**src/rtl/mlkem_pkg.sv**
```systemverilog
// mlkem_pkg: shared ML-KEM constants, ek length helper and encoder FSM encoding
package mlkem_pkg;
  localparam int Q = 3329;
  localparam int N = 256;
  localparam int COEF_W = 12;
  typedef enum logic [2:0] {S_IDLE, S_FETCH, S_EMIT, S_RHO, S_DONE} state_t;
  function automatic int ek_bytes(input int k);
    return 384 * k + 32;
  endfunction
endpackage

```
**src/rtl/byte_encode12_pack.sv**
```systemverilog
// byte_encode12_pack: two 12-bit coefficients to one of three ByteEncode12 bytes, plus modulus check
module byte_encode12_pack
  import mlkem_pkg::*;
(
  input  logic [COEF_W-1:0] a,
  input  logic [COEF_W-1:0] b,
  input  logic [1:0]        sel,
  output logic [7:0]        byte_o,
  output logic              oor
);
  always_comb begin
    byte_o = sel == 2'd0 ? a[7:0] : sel == 2'd1 ? {b[3:0], a[11:8]} : b[11:4];
    oor = (a >= COEF_W'(Q)) || (b >= COEF_W'(Q));
  end
endmodule

```
**src/rtl/keygen_ek_encoder.sv**
```systemverilog
// keygen_ek_encoder: reads K t_hat polys from the poly bank and streams ek = ByteEncode12(t_hat) || rho
module keygen_ek_encoder
  import mlkem_pkg::*;
#(
  parameter int K = 3,
  parameter int SLOT_BASE = 0,
  parameter int SLOT_STRIDE = 3,
  parameter int READ_LAT = 1
) (
  input  logic         clk,
  input  logic         rst,
  input  logic         start,
  output logic         busy,
  output logic         done,
  input  logic [255:0] rho_in,
  input  logic         host_we,
  input  logic [4:0]   host_slot,
  input  logic [7:0]   host_addr,
  output logic         bank_we,
  output logic [4:0]   bank_slot,
  output logic [7:0]   bank_addr,
  input  logic [11:0]  bank_dout,
  output logic         ek_valid,
  output logic [7:0]   ek_data,
  output logic         ek_last,
  input  logic         ek_ready,
  output logic         coef_oor
);
  localparam int PAIRS = N / 2;
  state_t state_q, state_d;
  logic [255:0] rho_q, rho_d;
  logic [1:0] poly_q, poly_d, fcnt_q, fcnt_d, bsel_q, bsel_d;
  logic [6:0] pair_q, pair_d;
  logic [4:0] rcnt_q, rcnt_d;
  logic [COEF_W-1:0] a_q, a_d, b_q, b_d, pk_b;
  logic [7:0] ek_data_q, ek_data_d, pk_byte;
  logic ek_valid_q, ek_valid_d, ek_last_q, ek_last_d, oor_q, oor_d;
  logic hs, cap_b, pk_oor;
  logic [1:0] pk_sel;
  assign hs = ek_valid_q && ek_ready;
  assign cap_b = state_q == S_FETCH && fcnt_q == 2'(READ_LAT + 1);
  assign pk_b = cap_b ? bank_dout : b_q;
  assign pk_sel = cap_b ? 2'd0 : bsel_q + 2'd1;
  byte_encode12_pack u_pack (
    .a(a_q),
    .b(pk_b),
    .sel(pk_sel),
    .byte_o(pk_byte),
    .oor(pk_oor)
  );
  always_ff @(posedge clk) begin
    if (rst) begin
      state_q <= S_IDLE;
      rho_q <= '0;
      poly_q <= '0;
      fcnt_q <= '0;
      bsel_q <= '0;
      pair_q <= '0;
      rcnt_q <= '0;
      a_q <= '0;
      b_q <= '0;
      ek_data_q <= '0;
      ek_valid_q <= 1'b0;
      ek_last_q <= 1'b0;
      oor_q <= 1'b0;
    end else begin
      state_q <= state_d;
      rho_q <= rho_d;
      poly_q <= poly_d;
      fcnt_q <= fcnt_d;
      bsel_q <= bsel_d;
      pair_q <= pair_d;
      rcnt_q <= rcnt_d;
      a_q <= a_d;
      b_q <= b_d;
      ek_data_q <= ek_data_d;
      ek_valid_q <= ek_valid_d;
      ek_last_q <= ek_last_d;
      oor_q <= oor_d;
    end
  end
  always_comb begin
    state_d = state_q;
    rho_d = rho_q;
    poly_d = poly_q;
    fcnt_d = fcnt_q;
    bsel_d = bsel_q;
    pair_d = pair_q;
    rcnt_d = rcnt_q;
    a_d = a_q;
    b_d = b_q;
    ek_data_d = ek_data_q;
    ek_valid_d = ek_valid_q;
    ek_last_d = ek_last_q;
    oor_d = oor_q;
    case (state_q)
      S_IDLE: if (start) begin
        state_d = S_FETCH;
        rho_d = rho_in;
        oor_d = 1'b0;
        poly_d = '0;
        pair_d = '0;
        fcnt_d = '0;
      end
      S_FETCH: begin
        fcnt_d = fcnt_q + 2'd1;
        if (fcnt_q == 2'(READ_LAT)) a_d = bank_dout;
        // b arrives this cycle; byte0 only needs a, so the first byte goes out right away
        if (cap_b) begin
          b_d = bank_dout;
          oor_d = oor_q | pk_oor;
          fcnt_d = '0;
          bsel_d = '0;
          ek_data_d = pk_byte;
          ek_valid_d = 1'b1;
          state_d = S_EMIT;
        end
      end
      S_EMIT: if (hs) begin
        if (bsel_q != 2'd2) begin
          bsel_d = bsel_q + 2'd1;
          ek_data_d = pk_byte;
        end else if (pair_q != 7'(PAIRS - 1)) begin
          ek_valid_d = 1'b0;
          pair_d = pair_q + 7'd1;
          state_d = S_FETCH;
        end else if (poly_q != 2'(K - 1)) begin
          ek_valid_d = 1'b0;
          poly_d = poly_q + 2'd1;
          pair_d = '0;
          state_d = S_FETCH;
        end else begin
          rcnt_d = '0;
          ek_data_d = rho_q[7:0];
          state_d = S_RHO;
        end
      end
      S_RHO: if (hs) begin
        if (rcnt_q == 5'd31) begin
          ek_valid_d = 1'b0;
          ek_last_d = 1'b0;
          state_d = S_DONE;
        end else begin
          rcnt_d = rcnt_q + 5'd1;
          ek_data_d = rho_q[{rcnt_q + 5'd1, 3'd0} +: 8];
          ek_last_d = rcnt_q == 5'd30;
        end
      end
      S_DONE: state_d = S_IDLE;
      default: state_d = S_IDLE;
    endcase
  end
  always_comb begin
    busy = state_q != S_IDLE;
    done = state_q == S_DONE;
    bank_we = busy ? 1'b0 : host_we;
    bank_slot = busy ? 5'(SLOT_BASE + int'(poly_q) * SLOT_STRIDE) : host_slot;
    bank_addr = busy ? {pair_q, fcnt_q != 2'd0} : host_addr;
    ek_valid = ek_valid_q;
    ek_data = ek_data_q;
    ek_last = ek_last_q;
    coef_oor = oor_q;
  end
endmodule
```
**config.mk**
```make
export PLATFORM = sky130hd
export DESIGN_NAME = keygen_ek_encoder
export DESIGN_NICKNAME = d
export VERILOG_FILES = /design/src/rtl/mlkem_pkg.sv /design/src/rtl/byte_encode12_pack.sv /design/src/rtl/keygen_ek_encoder.sv
export SDC_FILE = /design/constraint.sdc
export NUM_CORES = 1
export LEC_CHECK = 0
export CAP_MARGIN = 10
export CORE_MARGIN = 1.5
export CORE_UTILIZATION = 35
export CTS_CLUSTER_DIAMETER = 150
export DETAILED_ROUTE_END_ITERATION = 12
export MAX_ROUTING_LAYER = met4
export PLACE_DENSITY = 0.69
export SYNTH_ARGS = -nofsm -noshare
export SYNTH_HDL_FRONTEND = slang
export SYNTH_SLANG_ARGS = --single-unit
```
**constraint.sdc**
```tcl
create_clock -name clk -period 5.2 [get_ports clk]
set_clock_uncertainty 0.1 [all_clocks]
set_input_delay 1.3 -clock clk [delete_from_list [all_inputs] [get_ports clk]]
set_output_delay 1.3 -clock clk [all_outputs]
set_load 0.05 [all_outputs]
```
# Yosys cells after proc, flatten, opt, wreduce, memory -nomap -nowiden
# Cells that the tools add are included.
# op_classes
n_eq_ne	26
reduce_logical	24
addsub	5
n_mux	61
n_lt_le_gt_ge	2
n_mul	1
bitwise	1
shifts	1
# op_table
operator	n
variable part select 256 x 9 -> 8 bit	1
two-way mux 8 bit	10
two-way mux 5 bit	7
two-way mux 7 bit	5
!= test 2 bit (second input constant)	13
greater-or-equal comparator 12 bit (second input constant)	2
two-way mux 2 bit	12
one-hot mux 8 bit (3 select lines)	1
AND reduction 7 bit	3
two-way mux 3 bit	6
one-hot mux 7 bit (2 select lines)	1
two-way mux 12 bit	1
one-hot mux 2 bit (2 select lines)	3
one-hot mux 3 bit (4 select lines)	1
AND reduction 6 bit	2
two-way mux 1 bit	11
== test 5 bit (second input constant)	2
one-hot mux 5 bit (2 select lines)	1
nonzero test 2 bit	5
!= test 3 bit (second input constant)	3
AND reduction 2 bit	4
adder 7 x 1 -> 7 bit (second input constant)	1
!= test 7 bit (second input constant)	1
adder 2 x 1 -> 2 bit (second input constant)	3
18 further kinds	22
# totals
output_inout_bits	27
reg_bits	312
input_bits	286

# Longest topological paths before layout
# logic_depth
ltp_word	9
mapped_depth	13

# Modules after synthesis
# Synthesis repeated with hierarchy kept, for this count alone.
# unflattened
hier_cells	1621
area_unflattened_um2	13754.4
# modules_own_cells
mod	n_inst	area_per_inst_um2	seq_area_each_um2	cells_per_inst
keygen_ek_encoder	1	13531.7	6246.0	1586
byte_encode12_pack	1	222.7	0.0	35

# Least setup slack after synthesis
# OpenSTA, ideal clock, no wires.
# synth_timing
kind	reg-to-output
start	register state_q[2]
end	output bank_slot[1]
path_buffers	2
t_arrival_ps	2379
path_slack_ps	1421
path_stages_with_launch	6
cell_sequence	dfxtp_1 buf_2 nor3_1 inv_1 clkbuf_1 a21oi_1
# synth_between
elab_chain_cells	2
# synth_rtl
element	line_no	text
from (decl)	keygen_ek_encoder.sv:30	state_t state_q, state_d;
from (signal assigned)	keygen_ek_encoder.sv:67	state_q <= state_d;
nonzero test 3 bit	keygen_ek_encoder.sv:154	busy = state_q != S_IDLE;
via busy	keygen_ek_encoder.sv:13	output logic busy,
two-way mux 5 bit	keygen_ek_encoder.sv:157	bank_slot = busy ? 5'(SLOT_BASE + int'(poly_q) * SLOT_STRIDE) : host_slot;
to (decl)	keygen_ek_encoder.sv:20	output logic [4:0] bank_slot,
# The timed path passes the listed nets, and every way through them passes these cells.

# Worst setup path in the final report
# layout_timing
start	register state_q[1]
end	output bank_addr[0]
# layout_between
elab_chain_cells	2
# layout_rtl
element	line_no	text
nonzero test 3 bit	keygen_ek_encoder.sv:154	
two-way mux 8 bit	keygen_ek_encoder.sv:158	bank_addr = busy ? {pair_q, fcnt_q != 2'd0} : host_addr;
to (decl)	keygen_ek_encoder.sv:21	output logic [7:0] bank_addr,
# No other way between the ends.

==> impl_metrics.json <==
{
  "synth-edff-count": 0,
  "rows": 72,
  "async_reset_ff_share_pct": 0,
  "worstSetupStartpoint": "state_q[1]",
  "grt_pass1_vias": 12160,
  "setup_viol": 0,
  "yosysTopAreaCell": "dfxtp_1",
  "drc_errors": 0,
  "hp-start": "rho_q[148]",
  "cts-root-buf": "clkbuf_16",
  "dr.pass1.iters": 5,
  "hold_buffers": 0,
  "use_met3_pct": 3.547,
  "top_usage_layer": "met2",
  "r2r_start": "rcnt_q[0]",
  "slew_headroom_pct": 24.36,
  "clk_pin_slew_ns": 0.06,
  "wl_mm": 42.90,
  "synthCells": 1662,
  "r2r_setup_slack_ns": 1.65,
  "hp-class": "flop to flop",
  "peakVddDrop_uv": 188.7,
  "fmax_mhz": 233.6,
  "outcome": "finished clean",
  "max_slew.worst_pin.slew_ns": 1.134,
  "clock_path_buffers": 3,
  "fin_crit_sh_pct": 82.31,
  "critical_path_arrival_ns": 2.88,
  "syn-cell-area_um2": 13850,
  "grt_max_degree": 164,
  "crit_path_end_kind": "output port",
  "finalCriticalPeriod_ns": 4.280,
  "wire_per_inst_um": 17.55,
  "yosysMostFrequentCell": "nand2_1",
  "path_max_fanout": 18,
  "synth.distinct_cells": 59,
  "grt_pass1_wl_mm": 66.68,
  "fp.coreArea_um2": 38830,
  "cp-start-kind": "flop",
  "global_route.usage.met2_pct": 34.62,
  "via_count": 12560,
  "die_h_um": 201.9,
  "synth_warnings": 0,
  "cts_tree": "built",
  "rsz0062_at_grt": "false",
  "netlist.area_leader.share_pct": 45.10,
  "cts.sinks": 312,
  "ys.flop_type": "dfxtp_1",
  "initial_core_util_pct": 35.67,
  "area_delta_synth_final_pct": 33.14,
  "hpwl_mm": 30.55,
  "synth-seq-cells": 312,
  "grt_usage_pct": 21.27,
  "hold_viol": 0,
  "p_per_area_nw_per_um2": 358.2,
  "grt_antenna_before_repair": 4,
  "worstSetupPathType": "flop to output port",
  "synth_area_leaders": "dfxtp_1, nand2_1, a21oi_1",
  "yosys-top-cells-count": "nand2_1, dfxtp_1, a21oi_1, clkbuf_1, mux4_2",
  "ys_seq_area_share_pct": 45.10,
  "gp_routability_congestion": 0.8791,
  "portBuffers": 312,
  "die_area_um2": 40770,
  "stdcell_count": 2444,
  "maxSlewViolCount": 0,
  "drt-initial-drc-count": 722,
  "grt_overflow": 0,
  "clk_latency_ns": 0.52,
  "nets": 2190,
  "syn_avg_cell_area_um2": 8.332,
  "crit_required_ns": 3.80,
  "htreeDepth": 2,
  "use_met1_pct": 27.50,
  "leakagePower_nw": 6.601,
  "drive_gt1_share_pct": 8.273,
  "die_w_um": 201.9,
  "cap_viol_max_count": 0,
  "dp.cells": 2377,
  "ios": 313,
  "post_cts_resized": 0,
  "cts_made_buffers": 36,
  "setup_tns_ns": 0,
  "ant_nets": 0,
  "synth_nets": 1955,
  "post-cts-setup-buffers": 0,
  "vias_per_cell": 5.140
}
==> stage by stage <==
stage          total power [mW]  instance area, µm²  hold WS, ns  setup WS, ns  utilization [%]
2_1_floorplan             3.650               13850       0.3315         1.421                -
3_3_place_gp              4.203               17290       0.3374         1.036            44.52
3_5_place_dp              4.238               17290       0.3437         1.018            44.52
4_1_cts                   6.672               18430       0.3517        0.8711            47.46
5_1_grt                   6.929               18440       0.3679        0.7269            47.49
6_report                  6.605               18440       0.3517        0.9201            47.49
==> routing by layer <==
layer	wire (µm)	part of all wire, %
met1	18830	44
met2	20550	48
met3	2680	6.2
met4	836	1.9
met5	0	0
==> placed cells by master, fill, tap and decap left out, drive strengths merged, types with 3 or more instances in the layout <==
master,n
and2,7
nand4,4
o32ai,5
dfxtp,312
o31ai,4
mux2,8
nor2b,4
o221ai,4
nor3,15
a211oi,6
o211ai,11
nand2b,3
o21ai,24
o31a,4
diode,4
ha,7
nand2,610
a2bb2oi,4
clkbuf,52
mux2i,10
a22oi,4
nor4,8
mux4,68
buf,16
xnor2,6
a21oi,304
a311oi,12
nand3,8
nor3b,3
clkinv,10
a31oi,6
clkdlybuf4s50,311
nor2,45
inv,7
==> final cells by class <==
cell class / instances / area (µm²)
fill: 3692 / 20390
multi-input combinational: 1213 / 7047
sequential: 312 / 6250
timing repair buffer: 327 / 3316
clock buffer: 52 / 1072
tap: 518 / 648.1
clock inverter: 11 / 68.82
inverter: 7 / 26.28
antenna: 4 / 10.01
==> where the power goes <==
group	internal, mW	switching (mW)	total [mW]
combinational	0.594	0.823	1.42
sequential	2.63	0.141	2.77
clock	1.43	0.989	2.42
total	4.65	1.95	6.61
==> path summary, 6_finish.rpt <==
path,end,cells past startpoint
max,bank_addr[0],6
min,rho_q[148],2
max reg2reg,ek_data[1],7
min reg2reg,rho_q[148],2
==> cell families after synthesis <==
logic type	Yosys count	synth area share [%]
AOI/OAI and AO/OA	398	16.05
adders and majority gates	7	0.6324
muxes	86	12.62
xor gates and xnor gates	8	0.8313
DFF	312	45.10
buffers and inverters	137	4.255
and+or+nand+nor	714	20.51
==> state kept, by name, indices dropped and copies added, names as in the netlist <==
signal and cells:
a_q 12, b_q 12, bsel_q 2, coef_oor 1, ek_data 8, ek_last 1, ek_valid 1, fcnt_q 2
pair_q 7, poly_q 2, rcnt_q 5, rho_q 256, state_q 3
==> worst max-delay path, stage by stage (launching register included) <==
cell and delay, ns:
dfxtp_1 0.75, nor3_2 0.06, buf_4 0.21, inv_1 0.28, nor2_1 0.07, a21oi_1 0.15
clkdlybuf4s50_1 0.82
Power figures use the tool's default switching activity.
